<file path="config.mk">
export PLATFORM = sky130hd
export DESIGN_NAME = peak_regfile_mt_flat
export DESIGN_NICKNAME = d
export VERILOG_FILES = /design/src/rtl/peak_regfile_mt_if.sv /design/src/rtl/peak_regfile_mt.sv /design/src/flat_wrapper.sv
export SDC_FILE = /design/constraint.sdc
export NUM_CORES = 2
export LEC_CHECK = 0
export ABC_AREA = 1
export BUFFER_PORTS_ARGS = -buffer_cell sky130_fd_sc_hd__buf_2
export CAP_MARGIN = 20
export CORE_MARGIN = 4
export CORE_UTILIZATION = 29
export CTS_BUF_LIST = sky130_fd_sc_hd__clkbuf_16
export CTS_CLUSTER_SIZE = 25
export DETAILED_ROUTE_END_ITERATION = 12
export PLACE_DENSITY = 0.47
export SLEW_MARGIN = 40
export SYNTH_ARGS = -nofsm -noshare
export SYNTH_HDL_FRONTEND = slang
export SYNTH_SLANG_ARGS = --single-unit
</file>
<file path="constraint.sdc">
create_clock -name CLK -period 4.41 [get_ports CLK]
set_input_delay 1.323 -clock CLK [delete_from_list [all_inputs] [get_ports CLK]]
set_output_delay 1.323 -clock CLK [all_outputs]
set_load 0.05 [all_outputs]
</file>
<file path="src/rtl/peak_regfile_mt_if.sv">
// Core read/write, context-clear and debug signals of the peak_regfile_mt register file.
// master = core/debug side, slave = register file.
interface peak_regfile_mt_if #(
   parameter int XLEN  = 32,
   parameter int NTASK = 2
);
   localparam int TW = $clog2(NTASK);

   logic [TW-1:0]   WTASKNUM;
   logic [4:0]      WADDR;
   logic            WE;
   logic [XLEN-1:0] WDATA;
   logic [TW-1:0]   RTASKNUM;
   logic [4:0]      RS1ADDR;
   logic [4:0]      RS2ADDR;
   logic [XLEN-1:0] RS1;
   logic [XLEN-1:0] RS2;
   logic            CLR_REQ;
   logic [TW-1:0]   CLR_TASK;
   logic            DBG_REQ;
   logic            DBG_WR;
   logic [TW-1:0]   DBG_TASK;
   logic [4:0]      DBG_AD;
   logic [XLEN-1:0] DBG_DI;
   logic            DBG_ACK;
   logic [XLEN-1:0] DBG_DO;
   logic            DBG_STALL;
   logic            PERR;

   modport master (
      output WTASKNUM, WADDR, WE, WDATA, RTASKNUM, RS1ADDR, RS2ADDR,
      output CLR_REQ, CLR_TASK, DBG_REQ, DBG_WR, DBG_TASK, DBG_AD, DBG_DI,
      input  RS1, RS2, DBG_ACK, DBG_DO, DBG_STALL, PERR
   );

   modport slave (
      input  WTASKNUM, WADDR, WE, WDATA, RTASKNUM, RS1ADDR, RS2ADDR,
      input  CLR_REQ, CLR_TASK, DBG_REQ, DBG_WR, DBG_TASK, DBG_AD, DBG_DI,
      output RS1, RS2, DBG_ACK, DBG_DO, DBG_STALL, PERR
   );
endinterface

</file>
<file path="src/rtl/peak_regfile_mt.sv">
// NTASK-context 32 x XLEN register file: two registered read ports, write-first bypass,
// single-cycle per-task clear, four-phase debug port. Optional parity: PEAK_REGFILE_PARITY_EN.
module peak_regfile_mt #(
   parameter int XLEN  = 32,
   parameter int NTASK = 2,
   parameter int TW    = $clog2(NTASK)
) (
   input logic              CLK,
   input logic              RST_N,
   peak_regfile_mt_if.slave bus
);
   localparam int NENT = NTASK * 32;
   localparam int IW   = TW + 5;

   localparam logic [1:0] ST_IDLE = 2'd0;
   localparam logic [1:0] ST_ACC  = 2'd1;
   localparam logic [1:0] ST_RESP = 2'd2;
   localparam logic [1:0] ST_WAIT = 2'd3;

   logic [XLEN-1:0] mem1_q [NENT];
   logic [XLEN-1:0] mem2_q [NENT];
   logic [NENT-1:0] vld_q, vld_d;
   logic [NENT-1:0] clr_mask_s, set_mask_s;

   logic [1:0]      state_q, state_d;
   logic [XLEN-1:0] rs1_q, rs1_d, rs2_q, rs2_d;
   logic [XLEN-1:0] dbg_do_q, dbg_do_d;
   logic            dbg_ack_q, dbg_ack_d;
   logic            dbg_stall_q, dbg_stall_d;

   logic            acc_s;
   logic            wr_en_s;
   logic [IW-1:0]   wr_idx_s;
   logic [XLEN-1:0] wr_data_s;
   logic [IW-1:0]   rd1_idx_s, rd2_idx_s;

   function automatic logic par_f(input logic [XLEN-1:0] d);
      return ^d;
   endfunction

   // Write-first read resolution: r0, then same-cycle write, then same-cycle clear, then valid bit.
   function automatic logic [XLEN-1:0] rd_f(
      input logic [IW-1:0]   idx,
      input logic [XLEN-1:0] stored,
      input logic            vld,
      input logic            wen,
      input logic [IW-1:0]   widx,
      input logic [XLEN-1:0] wdata,
      input logic            clr,
      input logic [TW-1:0]   ctask
   );
      logic [XLEN-1:0] r;
      if (idx[4:0] == 5'd0) begin
         r = {XLEN{1'b0}};
      end else if (wen && (widx == idx)) begin
         r = wdata;
      end else if (clr && (idx[IW-1:5] == ctask)) begin
         r = {XLEN{1'b0}};
      end else if (vld) begin
         r = stored;
      end else begin
         r = {XLEN{1'b0}};
      end
      return r;
   endfunction

   // The debug access cycle owns the write port and read port 1; core WE is dropped.
   always_comb begin
      acc_s     = (state_q == ST_ACC);
      rd2_idx_s = {bus.RTASKNUM, bus.RS2ADDR};
      if (acc_s) begin
         wr_en_s   = bus.DBG_WR;
         wr_idx_s  = {bus.DBG_TASK, bus.DBG_AD};
         wr_data_s = bus.DBG_DI;
         rd1_idx_s = {bus.DBG_TASK, bus.DBG_AD};
      end else begin
         wr_en_s   = bus.WE;
         wr_idx_s  = {bus.WTASKNUM, bus.WADDR};
         wr_data_s = bus.WDATA;
         rd1_idx_s = {bus.RTASKNUM, bus.RS1ADDR};
      end
   end

   always_comb begin
      clr_mask_s = bus.CLR_REQ ?
                   ({{(NENT-32){1'b0}}, {32{1'b1}}} << {bus.CLR_TASK, 5'd0}) : {NENT{1'b0}};
      set_mask_s = wr_en_s ? ({{(NENT-1){1'b0}}, 1'b1} << wr_idx_s) : {NENT{1'b0}};
      vld_d      = (vld_q & ~clr_mask_s) | set_mask_s;
      rs1_d      = rd_f(rd1_idx_s, mem1_q[rd1_idx_s], vld_q[rd1_idx_s],
                        wr_en_s, wr_idx_s, wr_data_s, bus.CLR_REQ, bus.CLR_TASK);
      rs2_d      = rd_f(rd2_idx_s, mem2_q[rd2_idx_s], vld_q[rd2_idx_s],
                        wr_en_s, wr_idx_s, wr_data_s, bus.CLR_REQ, bus.CLR_TASK);
   end

   // Stall/ack are decoded from the next state so they are registered yet aligned with it.
   always_comb begin
      state_d = state_q;
      case (state_q)
         ST_IDLE: begin
            if (bus.DBG_REQ) state_d = ST_ACC;
            else             state_d = ST_IDLE;
         end
         ST_ACC:  state_d = ST_RESP;
         ST_RESP: state_d = ST_WAIT;
         ST_WAIT: begin
            if (!bus.DBG_REQ) state_d = ST_IDLE;
            else              state_d = ST_WAIT;
         end
         default: state_d = ST_IDLE;
      endcase
      dbg_stall_d = (state_d == ST_ACC) || (state_d == ST_RESP);
      dbg_ack_d   = (state_d == ST_RESP) || (state_d == ST_WAIT);
      if (state_d == ST_RESP) dbg_do_d = rs1_d;
      else                    dbg_do_d = dbg_do_q;
   end

   always_ff @(posedge CLK) begin
      if (wr_en_s) begin
         mem1_q[wr_idx_s] <= wr_data_s;
         mem2_q[wr_idx_s] <= wr_data_s;
      end
   end

   always_ff @(posedge CLK or negedge RST_N) begin
      if (!RST_N) begin
         vld_q       <= {NENT{1'b0}};
         state_q     <= ST_IDLE;
         rs1_q       <= {XLEN{1'b0}};
         rs2_q       <= {XLEN{1'b0}};
         dbg_do_q    <= {XLEN{1'b0}};
         dbg_ack_q   <= 1'b0;
         dbg_stall_q <= 1'b0;
      end else begin
         vld_q       <= vld_d;
         state_q     <= state_d;
         rs1_q       <= rs1_d;
         rs2_q       <= rs2_d;
         dbg_do_q    <= dbg_do_d;
         dbg_ack_q   <= dbg_ack_d;
         dbg_stall_q <= dbg_stall_d;
      end
   end

   assign bus.RS1       = rs1_q;
   assign bus.RS2       = rs2_q;
   assign bus.DBG_DO    = dbg_do_q;
   assign bus.DBG_ACK   = dbg_ack_q;
   assign bus.DBG_STALL = dbg_stall_q;

`ifdef PEAK_REGFILE_PARITY_EN
   logic [NENT-1:0] par1_q, par2_q;
   logic            perr_q, perr_d;

   // Only entries that would actually be read from storage are checked.
   function automatic logic chk_f(
      input logic [IW-1:0]   idx,
      input logic [XLEN-1:0] stored,
      input logic            par,
      input logic            vld,
      input logic            wen,
      input logic [IW-1:0]   widx,
      input logic            clr,
      input logic [TW-1:0]   ctask
   );
      logic e;
      if (idx[4:0] == 5'd0) begin
         e = 1'b0;
      end else if (wen && (widx == idx)) begin
         e = 1'b0;
      end else if (clr && (idx[IW-1:5] == ctask)) begin
         e = 1'b0;
      end else if (vld) begin
         e = (par_f(stored) != par);
      end else begin
         e = 1'b0;
      end
      return e;
   endfunction

   always_comb begin
      perr_d = chk_f(rd1_idx_s, mem1_q[rd1_idx_s], par1_q[rd1_idx_s], vld_q[rd1_idx_s],
                     wr_en_s, wr_idx_s, bus.CLR_REQ, bus.CLR_TASK)
             | chk_f(rd2_idx_s, mem2_q[rd2_idx_s], par2_q[rd2_idx_s], vld_q[rd2_idx_s],
                     wr_en_s, wr_idx_s, bus.CLR_REQ, bus.CLR_TASK);
   end

   always_ff @(posedge CLK) begin
      if (wr_en_s) begin
         par1_q[wr_idx_s] <= par_f(wr_data_s);
         par2_q[wr_idx_s] <= par_f(wr_data_s);
      end
   end

   always_ff @(posedge CLK or negedge RST_N) begin
      if (!RST_N) perr_q <= 1'b0;
      else        perr_q <= perr_d;
   end

   assign bus.PERR = perr_q;
`else
   assign bus.PERR = 1'b0;
`endif

endmodule
</file>
<file path="src/flat_wrapper.sv">
// flat-port wrapper written by rule: the top's interface ports become plain ports
module peak_regfile_mt_flat 
#(
   parameter int XLEN  = 32,
   parameter int NTASK = 2,
   parameter int TW    = $clog2(NTASK)
)
  (CLK, RST_N, bus_WTASKNUM, bus_WADDR, bus_WE, bus_WDATA, bus_RTASKNUM, bus_RS1ADDR, bus_RS2ADDR, bus_CLR_REQ, bus_CLR_TASK, bus_DBG_REQ, bus_DBG_WR, bus_DBG_TASK, bus_DBG_AD, bus_DBG_DI, bus_RS1, bus_RS2, bus_DBG_ACK, bus_DBG_DO, bus_DBG_STALL, bus_PERR);
  peak_regfile_mt_if #(.XLEN(XLEN), .NTASK(NTASK)) bus_i ();
  input logic CLK;
  input logic RST_N;
  input wire logic [$bits(bus_i.WTASKNUM)-1:0] bus_WTASKNUM;
  input wire logic [$bits(bus_i.WADDR)-1:0] bus_WADDR;
  input wire logic [$bits(bus_i.WE)-1:0] bus_WE;
  input wire logic [$bits(bus_i.WDATA)-1:0] bus_WDATA;
  input wire logic [$bits(bus_i.RTASKNUM)-1:0] bus_RTASKNUM;
  input wire logic [$bits(bus_i.RS1ADDR)-1:0] bus_RS1ADDR;
  input wire logic [$bits(bus_i.RS2ADDR)-1:0] bus_RS2ADDR;
  input wire logic [$bits(bus_i.CLR_REQ)-1:0] bus_CLR_REQ;
  input wire logic [$bits(bus_i.CLR_TASK)-1:0] bus_CLR_TASK;
  input wire logic [$bits(bus_i.DBG_REQ)-1:0] bus_DBG_REQ;
  input wire logic [$bits(bus_i.DBG_WR)-1:0] bus_DBG_WR;
  input wire logic [$bits(bus_i.DBG_TASK)-1:0] bus_DBG_TASK;
  input wire logic [$bits(bus_i.DBG_AD)-1:0] bus_DBG_AD;
  input wire logic [$bits(bus_i.DBG_DI)-1:0] bus_DBG_DI;
  output wire logic [$bits(bus_i.RS1)-1:0] bus_RS1;
  output wire logic [$bits(bus_i.RS2)-1:0] bus_RS2;
  output wire logic [$bits(bus_i.DBG_ACK)-1:0] bus_DBG_ACK;
  output wire logic [$bits(bus_i.DBG_DO)-1:0] bus_DBG_DO;
  output wire logic [$bits(bus_i.DBG_STALL)-1:0] bus_DBG_STALL;
  output wire logic [$bits(bus_i.PERR)-1:0] bus_PERR;
  assign bus_i.WTASKNUM = bus_WTASKNUM;
  assign bus_i.WADDR = bus_WADDR;
  assign bus_i.WE = bus_WE;
  assign bus_i.WDATA = bus_WDATA;
  assign bus_i.RTASKNUM = bus_RTASKNUM;
  assign bus_i.RS1ADDR = bus_RS1ADDR;
  assign bus_i.RS2ADDR = bus_RS2ADDR;
  assign bus_i.CLR_REQ = bus_CLR_REQ;
  assign bus_i.CLR_TASK = bus_CLR_TASK;
  assign bus_i.DBG_REQ = bus_DBG_REQ;
  assign bus_i.DBG_WR = bus_DBG_WR;
  assign bus_i.DBG_TASK = bus_DBG_TASK;
  assign bus_i.DBG_AD = bus_DBG_AD;
  assign bus_i.DBG_DI = bus_DBG_DI;
  assign bus_RS1 = bus_i.RS1;
  assign bus_RS2 = bus_i.RS2;
  assign bus_DBG_ACK = bus_i.DBG_ACK;
  assign bus_DBG_DO = bus_i.DBG_DO;
  assign bus_DBG_STALL = bus_i.DBG_STALL;
  assign bus_PERR = bus_i.PERR;
  peak_regfile_mt #(.XLEN(XLEN), .NTASK(NTASK), .TW(TW)) u_core (.CLK(CLK), .RST_N(RST_N), .bus(bus_i));
endmodule
</file>
* After elaboration in Yosys (flattened, before gate mapping) *
Memories as Yosys holds them, arrays and structs flattened.
Index checks and enable logic that the tools add are counted.

cells by class
  divide/modulo/power cells = 0
  equality and inequality tests = 10
  reductions and logical operators = 9
  shift-type cells = 2
  multipliers = 0
  $lt $le $gt $ge = 2
  add/sub/neg operators = 0
  muxes and demuxes = 23
  bitwise operators = 3

operators with widths
  kind                                                  count
  2-to-1 mux 32 bit                                     9
  2-to-1 mux 64 bit                                     2
  bitwise AND 64 bit                                    1
  inverter 64 bit                                       1
  OR 64 bit                                             1
  left shift 1 x 6 -> 64 bit (first input constant)     1
  left shift 32 x 6 -> 64 bit (first input constant)    1
  < comparator 6 x 7 -> 1 bit (second input constant)   2
  binary-select mux 1 bit (select 6 bit)                2
  equality test 6 bit                                   2
  2-to-1 mux 6 bit                                      2
  zero test 5 bit                                       2
  equality test 2 bit (second input constant)           4
  one-hot mux 2 bit (4 select lines)                    1
  2-to-1 mux 1 bit                                      6
  equality test 2 x 1 -> 1 bit (second input constant)  2
  logical AND 1 bit                                     4
  equality test 1 bit                                   2
  zero test 2 bit                                       1
  logical OR 1 bit                                      2
  2-to-1 mux 2 bit                                      1

storage, ports and cells
  bits in latches = 0
  register bits after elaboration = 164
  memory bits (read-only) = 0
  word-level logic and storage cells = 58
  memories kept = 2
  bits of input ports = 94
  bits in writable memories = 4096
  output and inout bits = 99

memory list
  memory         depth  width  rd ports  clocked after memory_dff  write ports  line                   RTL
  u_core.mem1_q  64     32     1         0                         1            peak_regfile_mt.sv:20  logic [XLEN-1:0] mem1_q [NENT];
  u_core.mem2_q  64     32     1         0                         1            peak_regfile_mt.sv:21  logic [XLEN-1:0] mem2_q [NENT];

* Logic depth before layout (Yosys ltp) *
  word-level depth = 8
  depth in mapped cells = 22
  depth with buffers taken out = 18

* Worst setup path after synthesis *
No wires, ideal clock.

  kind = input-to-reg
  start point = input bus_DBG_AD[0]
  end point = memory u_core.mem2_q[13][0], enable pin
  stages on the path = 8
  arrival = 3.822 ns
  path buffers = 2
  setup time = 0.421 ns
  slack = 0.167 ns
  data required time = 3.989 ns
  cell sequence = nand3_2 -> buf_4 -> nand2_1 -> inv_1 -> nor3_1 -> nand2_1 -> clkbuf_1 -> nor2_1

on the way
  longest elaborated chain between the ends = 1

ends and longest elaborated chain
  element           line                   RTL
  from (decl)       flat_wrapper.sv:24     input wire logic [$bits(bus_i.DBG_AD)-1:0] bus_DBG_AD;
  2-to-1 mux 6 bit  peak_regfile_mt.sv:71  if (acc_s) begin
  to (decl)         peak_regfile_mt.sv:21

Every way passes these cells.

* Final worst setup path *
  start point = register u_core.state_q[0]
  end point = register u_core.dbg_do_q[12] (netlist: u_core.bus.DBG_DO[12])

on the way
  longest elaborated chain between the ends = 8
  elaborated cells between the ends (all ways) = 22
  those cells by class = 6 x eq/ne; 11 x mux; 4 x reduce/logical; 1 x memory

ends and longest elaborated chain
  element                                 line                                          RTL
  from (decl)                             peak_regfile_mt.sv:25                         logic [1:0] state_q, state_d;
  from (signal assigned)                  peak_regfile_mt.sv:135                        state_q <= state_d;
  equality test 2 x 1 -> 1 bit            peak_regfile_mt.sv:69, peak_regfile_mt.sv:98
  2-to-1 mux 6 bit                        peak_regfile_mt.sv:71
  binary-select mux 1 bit (select 6 bit)  peak_regfile_mt.sv:89                         rs1_d = rd_f(rd1_idx_s, mem1_q[rd1_idx_s], vld_q[rd1_idx_s],
  2-to-1 mux 1 bit (not written as such)  peak_regfile_mt.sv:89
  2-to-1 mux 32 bit                       peak_regfile_mt.sv:59                         end else if (vld) begin
  2-to-1 mux 32 bit                       peak_regfile_mt.sv:57                         end else if (clr && (idx[IW-1:5] == ctask)) begin
  2-to-1 mux 32 bit                       peak_regfile_mt.sv:55                         end else if (wen && (widx == idx)) begin
  2-to-1 mux 32 bit                       peak_regfile_mt.sv:53                         if (idx[4:0] == 5'd0) begin
  to (signal assigned)                    peak_regfile_mt.sv:130                        dbg_do_q <= {XLEN{1'b0}};
  to (signal assigned)                    peak_regfile_mt.sv:138                        dbg_do_q <= dbg_do_d;
  to (decl)                               peak_regfile_mt.sv:27                         logic [XLEN-1:0] dbg_do_q, dbg_do_d;

Several ways; a longest one is shown, not always the timed one. The select of a mux whose other input is x is not followed.
A chain may end at the register's enable or synchronous reset.

==> impl_results.md <==
- Status: finished clean
- Pre-CTS WS: -0.195 ns
- Pwr Density: between 600 and 700 mW/mm2
- Min Tclk post-route: approximately 4.1 ns
- Crit. End Element: flip-flop
- Critical Path AT: approximately 5.0 ns
- I/O Buffers: between 150 and 200
- Share of the core filled with cells: 0.348
- Chip Width: about 620 um
- WL/cell: approximately 28 um
- Setup WS post-layout: between 0.2 and 0.3 ns
- Site Rows: ~230
- DP Wirelength: between 300 and 400 mm
- Root buf cell: clkbuf_16
- Area Overhead vs Synth: 19.1%
- Fin nets: 12400
- DR pass1 iterations: 6
- Crit share post-route: 0.935
- Gr usage total: 0.244
- Synth Area per Inst: roughly 9.1 um2
- Later-pin clock latency in the skew report: roughly 0.94 ns
- Max Clock Freq: roughly 0.24 GHz
- Crit-path slowest cell: nor2_1
- TritonCTS Buffers: 245
- Initial DRC count: approximately 14000
- # clock sinks: between 2000 and 2500
- Remaining antenna violation count: 0
- Dpl cell area: 0.123 mm2
- HP Class: primary input to async pin
- FFs w/ async S/R, synth: 0.0737
- Placer Congestion: around 0.9
- Synth unique cells: 46
- Initial antenna violation count: 27
- Global-route wire length before repair: a little under 700 mm
- Synth Net Count: approximately 12000
- Number of setup buffers added after CTS: 0
- CP startpoint kind: flip-flop
- RSZ-0062 raised after global routing: no
- Synth Flop Type: edfxtp_1
- Pins Over Slew Limit: 0
- YS warnings: 0
- Cell count after synthesis: between 10000 and 15000
- Cell family with most CP delay: simple AND/OR/NAND/NOR gates
- Final Setup Violations: 0
- CP Max Fanout: 21
- Worst Skew: between 0.05 and 0.06 ns
- Die Ht: approximately 620 um
- CP cell instances: inv_2, nor2_8, nand2_1, o21ai_4, buf_12, nor2_4, buf_12, buf_12, buf_4, nand2_1, nand3_1, a21oi_1, nor2_1, buf_4, nor2_1, nand2_1, nand2_1, nand3_1, nand2_1
- GRT overflow: 0
- Drt drc: 0
- Worst relative slew slack: 0.409
- Yosys reg bits: between 2000 and 2500
- Die area: a little under 0.4 mm2
- Vias per cell: approximately 5.6
- Largest net degree at the start of global routing: 94
- Leak: 0.0484 uW
- Seq/Total Area, Yosys: 0.597
- Cell Area, Synth: approximately 0.11 mm2
- Hold_ws: about 0.43 ns
- WP buf/inv: 6
- Biggest cell delay along the critical path: ~0.63 ns
- CTS tree: done
- CORE AREA: 0.376 mm2
- Commonest non-fill, non-tap cells in the layout: 2945 x nand2_1, 2048 x edfxtp_1, 2018 x nand3_1
- Layout cells sized above 1: 0.122
- Initial Util: 0.292
- # hold bufs at CTS: 0
- Final instance area: 0.131 mm2
- Vias in the first global route: approximately 91000
- CTS resizes: 0
- Slew @ Worst Pin: 0.883 ns
- CTS Buffer Depth: 4
- WS Path Type: flip-flop to flip-flop
- Most common cell after layout, fill and taps aside: nand2_1
- Number of synthesized flops with an enable pin: slightly above 2000
- Clock slew seen by the registers of the worst setup and hold paths: around 0.060 ns
- VDD IR max: 0.531 mV
- Routed WL: 494 mm
- Max Cap Violations: 0
- Req. time, crit path: around 5.3 ns
- Fin. Hold Viols: 0
- Crit path top cell by count: nand2_1
- I/O pins: 193
- Htree depth: 4
- Via count: slightly below 100k
-- cell type report --
class | instances | area, um2
Antenna cell | 22 | 55.1
Multi-Input combinational cell | 8533 | 39300
Inverter | 337 | 1340
Fill cell | 38100 | 245000
Sequential cell | 2211 | 65600
Tap cell | 4994 | 6250
Timing Repair Buffer | 982 | 10000
Clock buffer | 254 | 6360
Clock inverter | 199 | 1970
-- cells in the mapped netlist, drive strengths merged, types with 2 or more instances --
master,n,area share
o22ai,386,0.022
nand3,2022,0.092
a221oi,4,0.00032
nand4,5,0.00028
o31ai,3,0.00020
o211ai,64,0.0044
o21ai,1332,0.061
edfxtp,2048,0.56
and2,11,0.00063
xor2,2,0.00016
mux2i,3,0.00027
buf,462,0.022
inv,332,0.011
o221ai,85,0.0068
dfrtp,163,0.037
o2111ai,4,0.00032
nor3,13,0.00064
clkinv,5,0.00017
or2,32,0.0018
a21oi,344,0.016
clkbuf,513,0.018
o21bai,2,0.00014
a21boi,21,0.0014
a211oi,2,0.00014
nor2,1235,0.042
nand2,2954,0.10
and3,6,0.00034
-- sequential cells by signal, indices dropped and copies added (netlist names) --
signal,cells
u_core.bus.DBG_STALL,1
u_core.bus.DBG_DO,32
u_core.bus.RS2,32
u_core.state_q,1
u_core.bus.RS1,32
u_core.mem1_q,32
u_core.mem2_q,2016
u_core.bus.DBG_ACK,1
u_core.vld_q,64
-- kinds of logic after synthesis --
kind of cell,Yosys count,share of synthesized area
compound gates,2247,0.112
xor+xnor,2,0.000159
buf+inv,1312,0.0508
flops,2211,0.597
mux,3,0.000273
other cells,1,0.0000341
simple gates,6280,0.240
-- per-stage QoR --
stage,setup TNS [ns],power (uW),cells
floorplan,0,43200,12100
global placement,-0.904,58700,17100
detailed placement,-0.743,58500,17100
CTS,0,80200,17500
global route,0,83600,17500
finish,0,80600,17500
-- final timing paths --
path                                                  start                           endpoint  slack [ns]  cells after the start
hold reg to reg            u_core.bus.DBG_DO[1]$_DFFE_PN0N_   u_core.bus.DBG_DO[1]$_DFFE_PN0N_        0.47                      2
max in group asynchronous                             RST_N       u_core.bus.RS2[16]$_DFF_PN0_        3.16                      2
min in group CLK           u_core.bus.DBG_DO[1]$_DFFE_PN0N_   u_core.bus.DBG_DO[1]$_DFFE_PN0N_        0.47                      2
setup reg to reg                u_core.state_q[0]$_DFF_PN0_  u_core.bus.DBG_DO[12]$_DFFE_PN0N_        0.28                     19
setup / recovery                u_core.state_q[0]$_DFF_PN0_  u_core.bus.DBG_DO[12]$_DFFE_PN0N_        0.28                     19
hold / removal                                        RST_N     u_core.bus.DBG_STALL$_DFF_PN0_        0.43                      1
-- routing by layer --
metal / track usage / vias up / part of all wire
met5: 0 / - / 0.000038
met4: 0.0792 / 4 / 0.035
met3: 0.0499 / 936 / 0.11
met2: 0.380 / 5810 / 0.44
met1: 0.340 / 48400 / 0.42
li1: - / 42800 / -
-- power breakdown --
group	switching, uW	internal [uW]	leakage, uW
registers	504	26400	0.0206
logic	23500	8590	0.0236
clock network	9030	12600	0.00417
total	33000	47600	0.0483
No activity file was read; power rests on OpenSTA's default activity.
